===== config.mk =====
export PLATFORM = sky130hd
export DESIGN_NAME = video_in_axis_framer
export DESIGN_NICKNAME = d
export VERILOG_FILES = /design/src/rtl/video_axis_pkg.sv /design/src/rtl/axis_sync_fifo.sv /design/src/rtl/video_in_axis_framer.sv
export SDC_FILE = /design/constraint.sdc
export NUM_CORES = 1
export LEC_CHECK = 0
export ABC_AREA = 1
export CORE_ASPECT_RATIO = 0.6
export CORE_MARGIN = 1.5
export CORE_UTILIZATION = 55
export DETAILED_ROUTE_END_ITERATION = 10
export DONT_BUFFER_PORTS = 1
export GPL_ROUTABILITY_DRIVEN = 0
export HOLD_SLACK_MARGIN = 0.03
export PLACE_DENSITY = 0.7
export SLEW_MARGIN = 0
export SYNTH_ARGS = -nofsm -noshare
export SYNTH_HDL_FRONTEND = slang
export SYNTH_SLANG_ARGS = --single-unit

===== constraint.sdc =====
create_clock -name aclk -period 4.9 [get_ports aclk]
set_input_delay 0.49 -clock aclk [delete_from_list [all_inputs] [get_ports aclk]]
set_output_delay 0.49 -clock aclk [all_outputs]
set_load 0.005 [all_outputs]

===== src/rtl/video_axis_pkg.sv =====
// Shared constants and types for the video-in to AXI4-Stream framer.
package video_axis_pkg;

    localparam int unsigned DefaultImgWidth  = 640;
    localparam int unsigned DefaultImgHeight = 480;
    localparam int unsigned DefaultFifoDepth = 16;
    localparam int unsigned DefaultDataWidth = 32;

    // Framer FSM encoding
    typedef logic [1:0] state_t;
    localparam state_t StIdle   = 2'd0;
    localparam state_t StArmed  = 2'd1;
    localparam state_t StActive = 2'd2;
    localparam state_t StDrop   = 2'd3;

    // Sideband bits stored alongside each pixel in the FIFO word {tuser, tlast, data}
    typedef struct packed {
        logic tuser;
        logic tlast;
    } pix_tag_t;

    localparam int unsigned PixTagWidth = 2;

endpackage


===== src/rtl/axis_sync_fifo.sv =====
// Single-clock first-word-fall-through FIFO. Pointers carry an extra MSB so
// full and empty are distinguished without a separate counter.
module axis_sync_fifo #(
    parameter int unsigned DEPTH = 16,
    parameter int unsigned WIDTH = 34
) (
    input  logic             clk,
    input  logic             rst_n,
    input  logic             wr_en,
    input  logic [WIDTH-1:0] wr_data,
    output logic             full,
    input  logic             rd_en,
    output logic [WIDTH-1:0] rd_data,
    output logic             empty
);

    localparam int unsigned AW = $clog2(DEPTH);
    localparam logic [AW:0] PtrOne = {{AW{1'b0}}, 1'b1};

    logic [WIDTH-1:0] mem [DEPTH];
    logic [AW:0]      wr_ptr;
    logic [AW:0]      rd_ptr;
    logic             push;
    logic             pop;

    assign full  = (wr_ptr[AW] != rd_ptr[AW]) && (wr_ptr[AW-1:0] == rd_ptr[AW-1:0]);
    assign empty = (wr_ptr == rd_ptr);
    // Full is judged before any same-cycle pop, so a push into a full FIFO is refused
    assign push  = wr_en && !full;
    assign pop   = rd_en && !empty;
    // Head word is presented directly; forced to zero when nothing is buffered
    assign rd_data = empty ? '0 : mem[rd_ptr[AW-1:0]];

    // Pointer update; reset empties the FIFO
    always_ff @(posedge clk or negedge rst_n) begin
        if (!rst_n) begin
            wr_ptr <= '0;
            rd_ptr <= '0;
        end else begin
            if (push) wr_ptr <= wr_ptr + PtrOne;
            if (pop)  rd_ptr <= rd_ptr + PtrOne;
        end
    end

    // Storage array write
    always_ff @(posedge clk) begin
        if (push) mem[wr_ptr[AW-1:0]] <= wr_data;
    end

endmodule


===== src/rtl/video_in_axis_framer.sv =====
// Packs a DE/VSYNC/pixel video interface into AXI4-Stream with TUSER on the
// first pixel of a frame and TLAST on the last pixel of each line.
module video_in_axis_framer
    import video_axis_pkg::*;
#(
    parameter int unsigned IMG_WIDTH  = DefaultImgWidth,
    parameter int unsigned IMG_HEIGHT = DefaultImgHeight,
    parameter int unsigned FIFO_DEPTH = DefaultFifoDepth,
    parameter int unsigned DATA_WIDTH = DefaultDataWidth
) (
    input  logic                    aclk,
    input  logic                    aresetn,
    input  logic                    enable,
    input  logic                    err_clr,
    input  logic                    vid_vsync,
    input  logic                    vid_de,
    input  logic [DATA_WIDTH-1:0]   vid_data,
    output logic                    OUTPUT_STREAM_TVALID,
    input  logic                    OUTPUT_STREAM_TREADY,
    output logic [DATA_WIDTH-1:0]   OUTPUT_STREAM_TDATA,
    output logic [DATA_WIDTH/8-1:0] OUTPUT_STREAM_TKEEP,
    output logic [DATA_WIDTH/8-1:0] OUTPUT_STREAM_TSTRB,
    output logic                    OUTPUT_STREAM_TUSER,
    output logic                    OUTPUT_STREAM_TLAST,
    output logic                    OUTPUT_STREAM_TID,
    output logic                    OUTPUT_STREAM_TDEST,
    output logic                    overflow,
    output logic                    line_err,
    output logic [15:0]             frame_count,
    output logic                    busy
);

    localparam int unsigned CW        = $clog2(IMG_WIDTH + 1);
    localparam int unsigned RW        = $clog2(IMG_HEIGHT + 1);
    localparam int unsigned WordWidth = DATA_WIDTH + PixTagWidth;
    localparam logic [CW-1:0] LastCol = CW'(IMG_WIDTH - 1);
    localparam logic [RW-1:0] LastRow = RW'(IMG_HEIGHT - 1);

    state_t          state_q, state_d;
    logic            vsync_q, de_q;
    logic [CW-1:0]   col_q, col_d;
    logic [RW-1:0]   row_q, row_d;
    logic            sof_q, sof_d;
    logic            overflow_q, overflow_d;
    logic            line_err_q, line_err_d;
    logic [15:0]     frame_count_q, frame_count_d;

    logic            vsync_rise;
    logic            last_col;
    logic            ovf_set, lerr_set, frame_done;
    logic            fifo_wr, fifo_full, fifo_empty;
    pix_tag_t        wr_tag, rd_tag;
    logic [WordWidth-1:0] fifo_wdata, fifo_rdata;

    assign vsync_rise = vid_vsync && !vsync_q;
    assign last_col   = (col_q == LastCol);

    // Capture FSM: frame arming, pixel/line counting and error detection
    always_comb begin
        state_d    = state_q;
        col_d      = col_q;
        row_d      = row_q;
        sof_d      = sof_q;
        ovf_set    = 1'b0;
        lerr_set   = 1'b0;
        frame_done = 1'b0;
        fifo_wr    = 1'b0;
        unique case (state_q)
            StIdle: begin
                if (enable && vsync_rise) begin
                    state_d = StArmed;
                    col_d   = '0;
                    row_d   = '0;
                    sof_d   = 1'b1;
                end
            end
            StArmed, StActive: begin
                if (vsync_rise) begin
                    // Early frame restart: re-arm without counting a completed frame
                    state_d = StArmed;
                    col_d   = '0;
                    row_d   = '0;
                    sof_d   = 1'b1;
                end else if (vid_de) begin
                    if (fifo_full) begin
                        ovf_set = 1'b1;
                        state_d = StDrop;
                    end else begin
                        fifo_wr = 1'b1;
                        sof_d   = 1'b0;
                        state_d = StActive;
                        if (last_col) begin
                            col_d = '0;
                            row_d = row_q + RW'(1);
                            if (row_q == LastRow) begin
                                frame_done = 1'b1;
                                state_d    = StIdle;
                            end
                        end else begin
                            col_d = col_q + CW'(1);
                        end
                    end
                end else if (state_q == StActive && de_q && col_q != '0) begin
                    // DE dropped mid-line: abandon the partial line (it never gets TLAST)
                    lerr_set = 1'b1;
                    col_d    = '0;
                    row_d    = row_q + RW'(1);
                end
            end
            StDrop: begin
                if (vsync_rise) begin
                    state_d = enable ? StArmed : StIdle;
                    col_d   = '0;
                    row_d   = '0;
                    sof_d   = 1'b1;
                end
            end
            default: state_d = StIdle;
        endcase
    end

    // Sticky flags (set beats clear) and frame counter next state
    always_comb begin
        overflow_d    = (overflow_q && !err_clr) || ovf_set;
        line_err_d    = (line_err_q && !err_clr) || lerr_set;
        frame_count_d = frame_done ? frame_count_q + 16'd1 : frame_count_q;
    end

    // State and status registers
    always_ff @(posedge aclk or negedge aresetn) begin
        if (!aresetn) begin
            state_q       <= StIdle;
            vsync_q       <= 1'b0;
            de_q          <= 1'b0;
            col_q         <= '0;
            row_q         <= '0;
            sof_q         <= 1'b0;
            overflow_q    <= 1'b0;
            line_err_q    <= 1'b0;
            frame_count_q <= '0;
        end else begin
            state_q       <= state_d;
            vsync_q       <= vid_vsync;
            de_q          <= vid_de;
            col_q         <= col_d;
            row_q         <= row_d;
            sof_q         <= sof_d;
            overflow_q    <= overflow_d;
            line_err_q    <= line_err_d;
            frame_count_q <= frame_count_d;
        end
    end

    // Pack FIFO write word and unpack the head word onto the stream
    always_comb begin
        wr_tag.tuser = sof_q;
        wr_tag.tlast = last_col;
        fifo_wdata   = {wr_tag, vid_data};
        {rd_tag, OUTPUT_STREAM_TDATA} = fifo_rdata;
    end

    axis_sync_fifo #(
        .DEPTH (FIFO_DEPTH),
        .WIDTH (WordWidth)
    ) u_fifo (
        .clk     (aclk),
        .rst_n   (aresetn),
        .wr_en   (fifo_wr),
        .wr_data (fifo_wdata),
        .full    (fifo_full),
        .rd_en   (OUTPUT_STREAM_TREADY),
        .rd_data (fifo_rdata),
        .empty   (fifo_empty)
    );

    assign OUTPUT_STREAM_TVALID = !fifo_empty;
    assign OUTPUT_STREAM_TUSER  = rd_tag.tuser;
    assign OUTPUT_STREAM_TLAST  = rd_tag.tlast;
    assign OUTPUT_STREAM_TKEEP  = '1;
    assign OUTPUT_STREAM_TSTRB  = '1;
    assign OUTPUT_STREAM_TID    = 1'b0;
    assign OUTPUT_STREAM_TDEST  = 1'b0;

    assign overflow    = overflow_q;
    assign line_err    = line_err_q;
    assign frame_count = frame_count_q;
    assign busy        = (state_q != StIdle);

endmodule


==> results.sh <==
export IMPL_status="finished, final reports clean"
export IMPL_core_region_area_sq_um=43800
export IMPL_netlist_top_cells_count="edfxtp_1 (544), nor2_1 (390), o21ai_0 (285), nand2_1 (236), inv_1 (97)"
export IMPL_clock_sinks=596
export IMPL_wl_um=60300
export IMPL_cts_tree="done"
export IMPL_final_seq_area_sq_um=17600
export IMPL_p_int_mw=9.43
export IMPL_hp_class="input pin to flop"
export IMPL_syn_to_final_growth_pct=10.4
export IMPL_ys_flop_type="edfxtp_1"
export IMPL_critPathArrivalTime_ps=3630
export IMPL_fin_nets=2134
export IMPL_clk_latency_ps=590
export IMPL_overflow=0
export IMPL_syn_avg_cell_area_sq_um=11.9
export IMPL_critPathCaptureType="output port"
export IMPL_die_area_sq_um=46300
export IMPL_async_flop_share_pct=8.72
export IMPL_synth_most_common_cell="edfxtp_1"
export IMPL_synth_top_area_share_pct=66.1
export IMPL_initial_core_util_pct=56.4
export IMPL_die_x_um=277
export IMPL_critPathLaunchType="flop"
export IMPL_drt_first_pass_iters=6
export IMPL_r2r_slack_ps=1350
export IMPL_grt_use_total_pct=26.0
export IMPL_clkTransAtPathRegs_ps=70
export IMPL_ys_types=36
export IMPL_fillers=3325
export IMPL_numCtsBuffers=53
export IMPL_clockBufferDepth=3
export IMPL_cts_setup_buffers=0
export IMPL_wire_per_inst_um=22.3
export IMPL_hold_viol_final=0
export IMPL_finalCritPeriodShare_pct=84.0
export IMPL_final_max_slew_viol_count=0
export IMPL_comb_power_share_pct=31.5
export IMPL_dp_hpwl_um=32000
export IMPL_period_needed_ps=4120
export IMPL_grt_max_degree=244
export IMPL_fmax_mhz=243
export IMPL_chipHeight_um=167
export IMPL_grt_pass1_vias=15400
export IMPL_finClkSkew_ps=19.1
export IMPL_yosysSeqAreaShare_pct=71.4
export IMPL_root_buffer="clkbuf_16"
export IMPL_vias=16200
export IMPL_worst_pin_slew_ps=1250
export IMPL_yosysTopAreaCell="edfxtp_1"
export IMPL_drc=0
export IMPL_relSlewSlack_pct=16.8
export IMPL_yosysWarnings=0
export IMPL_io_buffers=0
export IMPL_crit_type="flop to output port"
export IMPL_setup_tns_ps=0
export IMPL_grt_antenna_before_repair=0
export IMPL_holdBufCountCts=37
export IMPL_syn_area_sq_um=24700
export IMPL_first_iter_violations=2107
export IMPL_switching_share_pct=36.9
export IMPL_clockPowerShare_pct=27.0
export IMPL_synth_area_leaders="edfxtp_1 (66%), nor2_1 (5.9%), o21ai_0 (5.8%)"
export IMPL_synth_seq_cells=596
export IMPL_drv_cap=0
export IMPL_synthCells=2078
export IMPL_diodes=0
export IMPL_peakVddDrop_mv=0.566
export IMPL_p_sw_mw=5.51
export IMPL_setup_violations_final=0
export IMPL_drive_gt1_share_pct=7.11
export IMPL_rows=59
export IMPL_ios=103
export IMPL_crit_fanout=202
export IMPL_final_cell_area_sq_um=27300
export IMPL_h_tree_depth=2
export IMPL_multiInputGateArea_sq_um=6200
export IMPL_power_leakage_nw=9.32
export IMPL_synth_edf_count=544
export IMPL_via_per_inst=5.99
export IMPL_post_cts_resized=0
export IMPL_rsz0062_at_grt="no"
export IMPL_place_area_sq_um=25200
export IMPL_p_per_area_nw_per_um2=548
export IMPL_ant_nets=0
export IMPL_pwr_share_seq_pct=41.5
export IMPL_worstPathRequired_ps=4410
export IMPL_grt_pass1_wl_um=92400
-- critical path, stage by stage (launching register included) --
cell and delay [ps]:
dfrtp_4 650, inv_6 110, buf_12 520, buf_4 690
o21ai_0 210, o221ai_1 240, nand3_1 120, a21oi_1 280
-- per-layer routing --
layer  vias up  part of all wire [%]  routed length, um  track usage, %
met3        98                   8.8               5290            4.17
met4         0                   1.7               1050            5.69
li1       7391                     -                  -               -
met1      8008                    45              26900            40.2
met2       703                    45              27000            39.1
met5         -                     0                  0               0
-- sequential cells by signal, indices dropped and copies added, names as in the netlist --
register	flops
col_q	10
de_q	1
frame_count	16
line_err	1
overflow	1
row_q	9
sof_q	1
state_q	2
u_fifo.mem	544
u_fifo.rd_ptr	5
u_fifo.wr_ptr	5
vsync_q	1
-- cells in the final DEF, fill, tap and decap left out, types with 3 or more instances in the layout --
cell type,netlist,routed
nor2_2,4,4
inv_1,97,97
clkinv_1,4,17
bufinv_16,0,3
buf_4,25,28
o21ai_2,4,4
nand3b_1,5,5
buf_12,0,3
nor2_4,3,20
dlygate4sd3_1,0,36
clkbuf_1,66,9
o21ai_0,285,285
o21ai_1,17,17
nor3_1,9,9
o22ai_1,68,68
nand4_1,12,12
o211ai_1,50,50
nand2_2,6,6
nand3_1,67,67
xor2_1,17,17
o221ai_1,18,18
dfrtp_1,52,49
conb_1,2,10
nand2_1,236,236
clkinv_2,0,11
nor2_1,390,373
clkbuf_16,0,55
edfxtp_1,544,544
ha_1,13,13
a21oi_1,35,35
-- worst paths after layout --
kind                                              start                           end  cells past startpoint
setup / recovery           u_fifo.rd_ptr[0]$_DFFE_PN0P_       OUTPUT_STREAM_TDATA[16]                      7
hold / removal                                   vid_de          col_q[3]$_DFFE_PN0P_                      4
setup reg to reg                 state_q[0]$_DFFE_PN0P_   u_fifo.mem[9][29]$_DFFE_PP_                      9
hold reg to reg            u_fifo.wr_ptr[4]$_DFFE_PN0P_  u_fifo.wr_ptr[4]$_DFFE_PN0P_                      1
max in group asynchronous                       aresetn  u_fifo.rd_ptr[1]$_DFFE_PN0P_                      2
min in group asynchronous                       aresetn    frame_count[5]$_DFFE_PN0P_                      2
-- logic make-up after synthesis --
| kind of cell | synth area share, % |
|---|---|
| other cells | 0.0304 |
| simple gates | 12.1 |
| buf+inv | 4.20 |
| fa+ha+maj | 0.658 |
| compound gates | 11.0 |
| flops | 71.4 |
| xor+xnor | 0.673 |
-- power by group through the flow --
stage,registers [mW],clock network (mW),logic (mW)
floorplan,6.11,0,3.42
global placement,6.29,0,4.47
detailed placement,6.31,0,4.57
CTS,6.20,4.07,4.68
global route,6.24,4.27,5.20
finish,6.20,4.03,4.71
-- area by class of cell --
type	instances	area share (%)
sequential	596	64.7
timing repair buffer	68	2.41
multi-input combinational	1259	22.7
tap	579	2.66
clock buffer	65	5.22
clock inverter	33	0.867
inverter	104	1.45
-- per-stage QoR --
| stage | setup slack (ps) | power, mW | hold slack [ps] | std cells | util, % |
|---|---|---|---|---|---|
| floorplan | 1480 | 9.53 | 194 | 2086 | - |
| global placement | 1500 | 10.8 | 195 | 2569 | 57.5 |
| detailed placement | 1340 | 10.9 | 195 | 2569 | 57.5 |
| CTS | 835 | 15.0 | 127 | 2704 | 62.2 |
| global route | 550 | 15.7 | 152 | 2704 | 62.2 |
| finish | 784 | 14.9 | 153 | 2704 | 62.2 |
Note: power is estimated with default switching activity, not from simulation.
